`src/rtl/apb_master_arbiter.sv`:
```
// -----------------------------------------------------------------------------
// apb_master_arbiter
//
// Purpose:
//   Shares one APB master port between two requesters.
//   - Requester 0 is the host/config path.
//   - Requester 1 is the DMA/operand loader.
//   One transfer is in flight at a time. The arbiter drives the SETUP and
//   ACCESS phases, waits for pready_i, and hands read data and the error flag
//   back to the requester that was granted.
//
// Arbitration:
//   - A lone valid requester wins.
//   - When both are valid, the one that was not granted last wins.
//   - After reset last_grant is 1, so requester 0 wins the first contention.
//
// Optional feature (macro APB_ARB_TIMEOUT_EN):
//   An ACCESS-phase watchdog. After TIMEOUT_CYCLES ACCESS cycles without
//   pready_i, the transfer is abandoned and completes with err = 1 and
//   rdata = 0. Without the macro, ACCESS waits for pready_i forever.
//
// Ports:
//   clk_i, rst_i         clock (rising edge), synchronous active-high reset
//   reqN_valid_i         requester N has a transfer pending (N = 0, 1)
//   reqN_write_i         1 = write, 0 = read
//   reqN_addr_i          transfer address
//   reqN_wdata_i         write data
//   reqN_strb_i          write strobes
//   reqN_ready_o         request accepted this cycle (combinational)
//   reqN_done_o          one-cycle completion pulse
//   reqN_rdata_o         read data; valid with done, held until the next done
//   reqN_err_o           error flag; valid with done, held until the next done
//   psel_o, penable_o, pwrite_o, paddr_o, pwdata_o, pstrb_o
//                        APB request signals
//   pready_i, prdata_i, pslverr_i
//                        APB response signals
//   busy_o               a transfer is in flight
// -----------------------------------------------------------------------------
module apb_master_arbiter #(
  parameter int DATA_WIDTH     = 32,
  parameter int BUS_WIDTH      = 64,
  parameter int ADDR_WIDTH     = 32,
  parameter int TIMEOUT_CYCLES = 16,
  localparam int MAX_DIM       = BUS_WIDTH / DATA_WIDTH
) (
  input  logic                  clk_i,
  input  logic                  rst_i,
  input  logic                  req0_valid_i,
  input  logic                  req0_write_i,
  input  logic [ADDR_WIDTH-1:0] req0_addr_i,
  input  logic [BUS_WIDTH-1:0]  req0_wdata_i,
  input  logic [MAX_DIM-1:0]    req0_strb_i,
  output logic                  req0_ready_o,
  output logic                  req0_done_o,
  output logic [BUS_WIDTH-1:0]  req0_rdata_o,
  output logic                  req0_err_o,
  input  logic                  req1_valid_i,
  input  logic                  req1_write_i,
  input  logic [ADDR_WIDTH-1:0] req1_addr_i,
  input  logic [BUS_WIDTH-1:0]  req1_wdata_i,
  input  logic [MAX_DIM-1:0]    req1_strb_i,
  output logic                  req1_ready_o,
  output logic                  req1_done_o,
  output logic [BUS_WIDTH-1:0]  req1_rdata_o,
  output logic                  req1_err_o,
  output logic                  psel_o,
  output logic                  penable_o,
  output logic                  pwrite_o,
  output logic [ADDR_WIDTH-1:0] paddr_o,
  output logic [BUS_WIDTH-1:0]  pwdata_o,
  output logic [MAX_DIM-1:0]    pstrb_o,
  input  logic                  pready_i,
  input  logic [BUS_WIDTH-1:0]  prdata_i,
  input  logic                  pslverr_i,
  output logic                  busy_o
);

  typedef enum logic [1:0] {IDLE, SETUP, ACCESS} state_t;

  state_t                state_q, state_d;
  logic                  last_grant_q, last_grant_d;  // also the owner of the in-flight transfer
  logic                  pwrite_q, pwrite_d;
  logic [ADDR_WIDTH-1:0] paddr_q, paddr_d;
  logic [BUS_WIDTH-1:0]  pwdata_q, pwdata_d;
  logic [MAX_DIM-1:0]    pstrb_q, pstrb_d;
  logic                  done0_q, done0_d, done1_q, done1_d;
  logic                  err0_q, err0_d, err1_q, err1_d;
  logic [BUS_WIDTH-1:0]  rdata0_q, rdata0_d, rdata1_q, rdata1_d;

  logic                  winner;
  logic                  complete;
  logic                  cpl_err;
  logic [BUS_WIDTH-1:0]  cpl_rdata;

`ifdef APB_ARB_TIMEOUT_EN
  localparam int CNT_W = $clog2(TIMEOUT_CYCLES + 1);
  logic [CNT_W-1:0] to_cnt_q, to_cnt_d;
`else
  logic unused_timeout_cfg;
  assign unused_timeout_cfg = (TIMEOUT_CYCLES > 0);
`endif

  // Alternate on contention, otherwise grant whoever is asking.
  always_comb begin
    if (req0_valid_i && req1_valid_i) begin
      winner = ~last_grant_q;
    end else begin
      winner = req1_valid_i;
    end
  end

  // Ready is gated by reset so that an acceptance is never signalled in a
  // cycle whose state update will be discarded.
  assign req0_ready_o = (state_q == IDLE) && !rst_i && req0_valid_i && !winner;
  assign req1_ready_o = (state_q == IDLE) && !rst_i && req1_valid_i &&  winner;

  always_comb begin
    state_d      = state_q;
    last_grant_d = last_grant_q;
    pwrite_d     = pwrite_q;
    paddr_d      = paddr_q;
    pwdata_d     = pwdata_q;
    pstrb_d      = pstrb_q;
    done0_d      = 1'b0;
    done1_d      = 1'b0;
    err0_d       = err0_q;
    err1_d       = err1_q;
    rdata0_d     = rdata0_q;
    rdata1_d     = rdata1_q;
    complete     = 1'b0;
    cpl_err      = 1'b0;
    cpl_rdata    = '0;
`ifdef APB_ARB_TIMEOUT_EN
    to_cnt_d     = to_cnt_q;
`endif

    case (state_q)
      IDLE: begin
        if (req0_valid_i || req1_valid_i) begin
          state_d      = SETUP;
          last_grant_d = winner;
          pwrite_d     = winner ? req1_write_i : req0_write_i;
          paddr_d      = winner ? req1_addr_i  : req0_addr_i;
          // Reads never put data or strobes on the bus.
          if (winner ? req1_write_i : req0_write_i) begin
            pwdata_d = winner ? req1_wdata_i : req0_wdata_i;
            pstrb_d  = winner ? req1_strb_i  : req0_strb_i;
          end else begin
            pwdata_d = '0;
            pstrb_d  = '0;
          end
`ifdef APB_ARB_TIMEOUT_EN
          to_cnt_d = '0;
`endif
        end
      end
      SETUP: begin
        state_d = ACCESS;
      end
      ACCESS: begin
        if (pready_i) begin
          complete  = 1'b1;
          cpl_err   = pslverr_i;
          cpl_rdata = pwrite_q ? '0 : prdata_i;
        end
`ifdef APB_ARB_TIMEOUT_EN
        else if (to_cnt_q == CNT_W'(TIMEOUT_CYCLES - 1)) begin
          // Last allowed ACCESS cycle without pready: abandon the transfer.
          complete  = 1'b1;
          cpl_err   = 1'b1;
          cpl_rdata = '0;
        end else begin
          to_cnt_d = to_cnt_q + CNT_W'(1);
        end
`endif
      end
      default: begin
        state_d = IDLE;
      end
    endcase

    if (complete) begin
      state_d = IDLE;
      if (last_grant_q) begin
        done1_d  = 1'b1;
        err1_d   = cpl_err;
        rdata1_d = cpl_rdata;
      end else begin
        done0_d  = 1'b1;
        err0_d   = cpl_err;
        rdata0_d = cpl_rdata;
      end
    end
  end

  always_ff @(posedge clk_i) begin
    if (rst_i) begin
      state_q      <= IDLE;
      last_grant_q <= 1'b1;
      pwrite_q     <= 1'b0;
      paddr_q      <= '0;
      pwdata_q     <= '0;
      pstrb_q      <= '0;
      done0_q      <= 1'b0;
      done1_q      <= 1'b0;
      err0_q       <= 1'b0;
      err1_q       <= 1'b0;
      rdata0_q     <= '0;
      rdata1_q     <= '0;
`ifdef APB_ARB_TIMEOUT_EN
      to_cnt_q     <= '0;
`endif
    end else begin
      state_q      <= state_d;
      last_grant_q <= last_grant_d;
      pwrite_q     <= pwrite_d;
      paddr_q      <= paddr_d;
      pwdata_q     <= pwdata_d;
      pstrb_q      <= pstrb_d;
      done0_q      <= done0_d;
      done1_q      <= done1_d;
      err0_q       <= err0_d;
      err1_q       <= err1_d;
      rdata0_q     <= rdata0_d;
      rdata1_q     <= rdata1_d;
`ifdef APB_ARB_TIMEOUT_EN
      to_cnt_q     <= to_cnt_d;
`endif
    end
  end

  assign psel_o       = (state_q != IDLE);
  assign penable_o    = (state_q == ACCESS);
  assign busy_o       = (state_q != IDLE);
  assign pwrite_o     = pwrite_q;
  assign paddr_o      = paddr_q;
  assign pwdata_o     = pwdata_q;
  assign pstrb_o      = pstrb_q;
  assign req0_done_o  = done0_q;
  assign req1_done_o  = done1_q;
  assign req0_err_o   = err0_q;
  assign req1_err_o   = err1_q;
  assign req0_rdata_o = rdata0_q;
  assign req1_rdata_o = rdata1_q;

endmodule

```
`config.mk`:
```
export PLATFORM = sky130hd
export DESIGN_NAME = apb_master_arbiter
export DESIGN_NICKNAME = d
export VERILOG_FILES = /design/src/rtl/apb_master_arbiter.sv
export SDC_FILE = /design/constraint.sdc
export NUM_CORES = 1
export LEC_CHECK = 0
export CAP_MARGIN = 20
export CORE_AREA = 5 5 195 197
export DETAILED_ROUTE_END_ITERATION = 7
export DIE_AREA = 0 0 200 202
export GPL_TIMING_DRIVEN = 0
export PLACE_DENSITY = 0.53
export SLEW_MARGIN = 20
export SYNTH_ARGS = -nofsm -noshare
export SYNTH_HDL_FRONTEND = slang
export SYNTH_SLANG_ARGS = --single-unit
```
`constraint.sdc`:
```
create_clock -name clk_i -period 2 [get_ports clk_i]
set_input_delay 0.6 -clock clk_i [delete_from_list [all_inputs] [get_ports clk_i]]
set_output_delay 0.6 -clock clk_i [all_outputs]
set_load 0.1 [all_outputs]
```
== After elaboration in Yosys (flattened, before gate mapping) ==
Cells that the tools add are included.

* Register bits after elaboration: 234
* Input bits: 268

* Multiplexer cells: 18
* Equality and inequality tests: 3
* Bitwise logic cells: 3
* Reductions and logical operators: 17

{| class="wikitable"
|+ Operators by type and width
! operator !! count
|-
| $mux W64 || 5
|-
| $mux W32 || 1
|-
| $mux W1 || 8
|-
| $reduce_and A2 Y1 || 4
|-
| $logic_and A1 B1 Y1 || 6
|-
| $mux W2 || 3
|-
| $pmux W2 S3 || 1
|-
| $reduce_or A2 Y1 || 2
|-
| $not A1 Y1 || 3
|-
| $eq A2 B1 Y1 const B || 1
|-
| $eq A2 B2 Y1 const B || 1
|-
| $logic_not A1 Y1 || 2
|-
| $logic_not A2 Y1 || 1
|-
| $ne A2 B1 Y1 const B || 1
|-
| $reduce_bool A2 Y1 || 1
|-
| $logic_or A1 B1 Y1 || 1
|}

== Longest topological paths before layout ==
* Depth in word-level cells: 4
* Depth in mapped cells: 7

== Worst setup path before layout ==
Ideal clock, no wire load.

* Path type: register to output
* Start: register state_q[1]
* End: output port req1_ready_o
* Arrival: 3.156 ns
* Buffers on the path: 0
* Slack: -1.756 ns
* Stages on the path, launching flop included: 4
* Cell sequence: dfxtp_1 -> nor2_2 -> inv_1 -> nor3_1

* Cells in the longest elaborated chain, start to end: 4

{| class="wikitable"
|+ RTL lines
! element !! line !! RTL
|-
| start, declared || 80 || <nowiki>state_t state_q, state_d;</nowiki>
|-
| start signal, assigned || 214 || <nowiki>state_q <= state_d;</nowiki>
|-
| $logic_not A2 Y1 || 115 || <nowiki>assign req1_ready_o = (state_q == IDLE) && !rst_i && req1_valid_i && winner;</nowiki>
|-
| $logic_and A1 B1 Y1 (3 in a row) || 115 ||
|-
| end, declared || 62 || <nowiki>output logic req1_ready_o,</nowiki>
|}

No other way between the ends.

== Worst setup path in the final report ==
* Start: register state_q[0]
* End: output port req0_ready_o

* Cells in the longest elaborated chain, start to end: 4

{| class="wikitable"
|+ RTL lines
! element !! line !! RTL
|-
| $logic_not A2 Y1 || 114 || <nowiki>assign req0_ready_o = (state_q == IDLE) && !rst_i && req0_valid_i && !winner;</nowiki>
|-
| $logic_and A1 B1 Y1 (3 in a row) || 114 ||
|-
| end, declared || 53 || <nowiki>output logic req0_ready_o,</nowiki>
|}

No other way between the ends.

==> results.py <==
metrics = {
    "cells_and_area": {
        "num-nets-final": 1873,
        "layout-drive-gt1-share": 0.215,
        "num-fill-cells": 3860,
        "flow.area_growth_from_synthesis_pct": 61.2,
        "mostFrequentLayoutCell": "nand2_1",
        "instances_no_fill": 2101,
        "mostFrequentLayoutCells": "327 x nand2_1, 264 x clkdlybuf4s50_1, 244 x buf_2, 231 x dfxtp_1, 130 x a21oi_1",
        "final_util": 0.410,
    },
    "route": {
        "dr_total_vias": 9492,
        "route.antenna.remaining_nets": 0,
        "drt-vias-per-instance": 4.52,
        "drc_errors_left": 0,
        "initialDrtViolationCount": 323,
        "route.detailed.wl_per_inst_um": 20.1,
        "drt_pre_antenna_iters": 4,
        "routed_wl_mm": 42.2,
    },
    "floorplanning": {
        "fp.dieArea_um2": 40400,
        "dieWidth_um": 200,
        "effective_utilization_at_floorplan": 0.254,
        "rows": 70,
        "core_area_um2": 36100,
        "die_h_um": 202,
        "top_level_ports": 504,
    },
    "sta": {
        "timing.final.setup_violations": 4,
        "max_slew.worst_pin.slew_ns": 0.625,
        "layout_setup_ws_ns": -0.112,
        "fin_crit_sh": 1.06,
        "peak_freq_ghz": 0.473,
        "unrepaired_setup_endpoints_after_global_routing": "true",
        "final_max_slew_viol_count": 0,
        "finalSetupTns_ns": -0.274,
        "skew_ns": 0.0116,
        "max-slew-margin-rel": 0.583,
        "timing.final.hold_violations": 0,
        "fin_worst_hold_slack_ns": 0.449,
        "final.min_clock_period_ns": 2.11,
    },
    "cts": {
        "tritoncts": "done",
        "cts.root.buffer_cell": "clkbuf_16",
        "insertion_delay_ns": 0.55,
        "cts_num_sinks": 234,
        "cts_buffers": 27,
        "h_tree_lvl_count": 1,
        "cts_buffer_depth": 3,
        "clk_transition_reported_paths_ns": 0.06,
    },
    "setup_path": {
        "crit_fanout": 3,
        "worst_setup_path_startpoint": "state_q[0]",
        "critical-path-slowest-cell": "dfxtp_4",
        "timing.critical_path.buf_inv": 1,
        "required_ns": 1.40,
        "timing.critical_path.to_type": "primary output",
        "timing_worst_setup_path_type": "reg2out",
        "rr_worst_depth": 8,
        "r2r_end": "req0_rdata_o[16]",
        "slowest_delay_ns": 0.36,
        "worstPathCellList": "nor3_4 > and3_4 > buf_12",
        "crit-reg2reg-launch": "state_q[0]",
        "timing.critical_path.max_delay_family": "simple AND/OR/NAND/NOR gates",
        "worst-r2r-setup-slack_ns": 0.11,
        "worst_ep_arrival_time_ns": 1.51,
        "timing.critical_path.from_type": "flip-flop",
    },
    "global_routing": {
        "grt_remaining_overflow": 0,
        "grt.busiest_layer": "met2",
        "gr-usage-met1": 0.233,
        "grt.met2_usage": 0.339,
        "groute.usage.overall": 0.198,
        "globalRouteMet3Util": 0.0778,
        "first_pass_grt_wire_length_mm": 62.2,
        "grt_max_degree": 15,
        "initial_antenna_violation_count": 9,
        "first_global_vias": 9763,
    },
    "placement": {
        "place_ws_ns": -1.83,
        "placement.io_buffers": 502,
        "post-place-cells": 2038,
        "place.gp.congestion": 0.881,
        "place_hpwl_mm": 33.3,
    },
    "hold_path": {
        "holdCritPathClass": "reg2reg",
        "hold_path_startpoint": "req0_rdata_o[54]",
        "hold_path_depth": 2,
        "whs_endpoint": "req0_rdata_o[54]",
    },
    "power_and_ir_drop": {
        "worst_ir_drop_vdd_mv": 0.620,
        "p_per_area_nw_per_um2": 917,
        "power.leakage_nw": 6.13,
    },
    "status": {
        "failed_checks": "setup timing",
        "outcome": "complete, but fails checks",
    },
    "synth": {
        "synthDominantAreaCellType": "dfxtp_1",
        "ys.flop_type": "dfxtp_1",
        "synth_seq_cells": 234,
        "yosys.area.top_type_share": 0.510,
        "synth_area_um2": 9180,
        "syn-mean-instance-area_um2": 8.60,
        "sequential_element_share_of_the_synthesized_area": 0.510,
        "post_synth_inst_count": 1068,
        "netlist-cell-type-count": 27,
        "postSynth.asyncResetShare": 0,
        "ys_warn_count": 0,
        "yosys-top-cells-area": "dfxtp_1 51%, nand2_1 13%, mux2i_1 7.3%",
        "syn-num-nets": 1336,
        "edff_count_synth": 0,
    },
    "flow_run": {
        "maxCapViolCount": 0,
    },
}
## cell type report
type	count	area [um^2]	area share
tap	468	586	0.0396
timing repair buffer	509	4010	0.271
multi-input combinational	743	4130	0.279
inverter	1	6.26	0.000423
clock buffer	39	791	0.0534
sequential	234	4700	0.317
buffer	89	434	0.0293
clock inverter	11	124	0.00837
antenna	7	17.5	0.00118
## state kept, by name, indices dropped and copies added (netlist names)
register	count
pwdata_o	64
req0_rdata_o	64
req1_rdata_o	64
paddr_o	32
pstrb_o	2
state_q	2
last_grant_q	1
pwrite_o	1
req0_done_o	1
req0_err_o	1
req1_done_o	1
req1_err_o	1
## cells by family (layout without fill, tap and decap cells)
| logic type | Yosys count | after routing | synth area share |
|---|---|---|---|
| muxes | 67 | 67 | 0.0730 |
| and+or+nand+nor | 442 | 442 | 0.201 |
| other | 0 | 7 | 0 |
| AOI/OAI and AO/OA | 234 | 234 | 0.170 |
| DFF | 234 | 234 | 0.510 |
| buffers and inverters | 91 | 649 | 0.0455 |
## stage by stage
stage | instance area (um^2) | power, W
floorplan | 9200 | 0.00741
global placement | 14800 | 0.00870
detailed placement | 14800 | 0.00871
CTS | 14700 | 0.0137
global route | 14800 | 0.0141
finish | 14800 | 0.0136
## per-layer routing
layer	vias to the layer above	wire length (um)
met5	-	40
met4	6	920
met3	54	4400
met2	351	20300
met1	4394	16600
li1	4687	-
## synthesized netlist by cell type (2+ instances only)
master / n
nand2_1: 329
dfxtp_1: 234
a21oi_1: 130
mux2i_1: 67
o2bb2ai_1: 66
nor2b_1: 65
clkbuf_1: 41
nor2_1: 39
buf_2: 34
a311oi_1: 32
buf_1: 7
buf_4: 7
and3_1: 2
nor3_1: 2
## tightest hold or removal path, delay by kind of cell, from the launching register on
kind            cells  cell delay, ns
simple gates        1            0.05
compound gates      1            0.05
flops               1            0.30
## worst max-delay path by stage
stage | end | slack (ns) | depth (start not counted)
after floorplan | req1_ready_o | -0.46 | 3
after global placement | req0_ready_o | -1.86 | 6
after detailed placement | req0_ready_o | -1.83 | 6
after CTS | req1_ready_o | -0.16 | 4
after global routing | req0_ready_o | -0.18 | 3
final | req0_ready_o | -0.11 | 3
## timing repair
item,in CTS,in global routing
endpoints found under the setup margin,276,96
buffers inserted,6,1
pin swaps,4,2
gates resized for setup,1229,24
hold buffers,0,0
## report_power, final
group          internal [W]  total [W]  switching, W
Sequential          0.00488    0.00500      0.000116
Clock               0.00301    0.00511       0.00210
Combinational       0.00100    0.00346       0.00246
(Power assumes the default switching activity.)
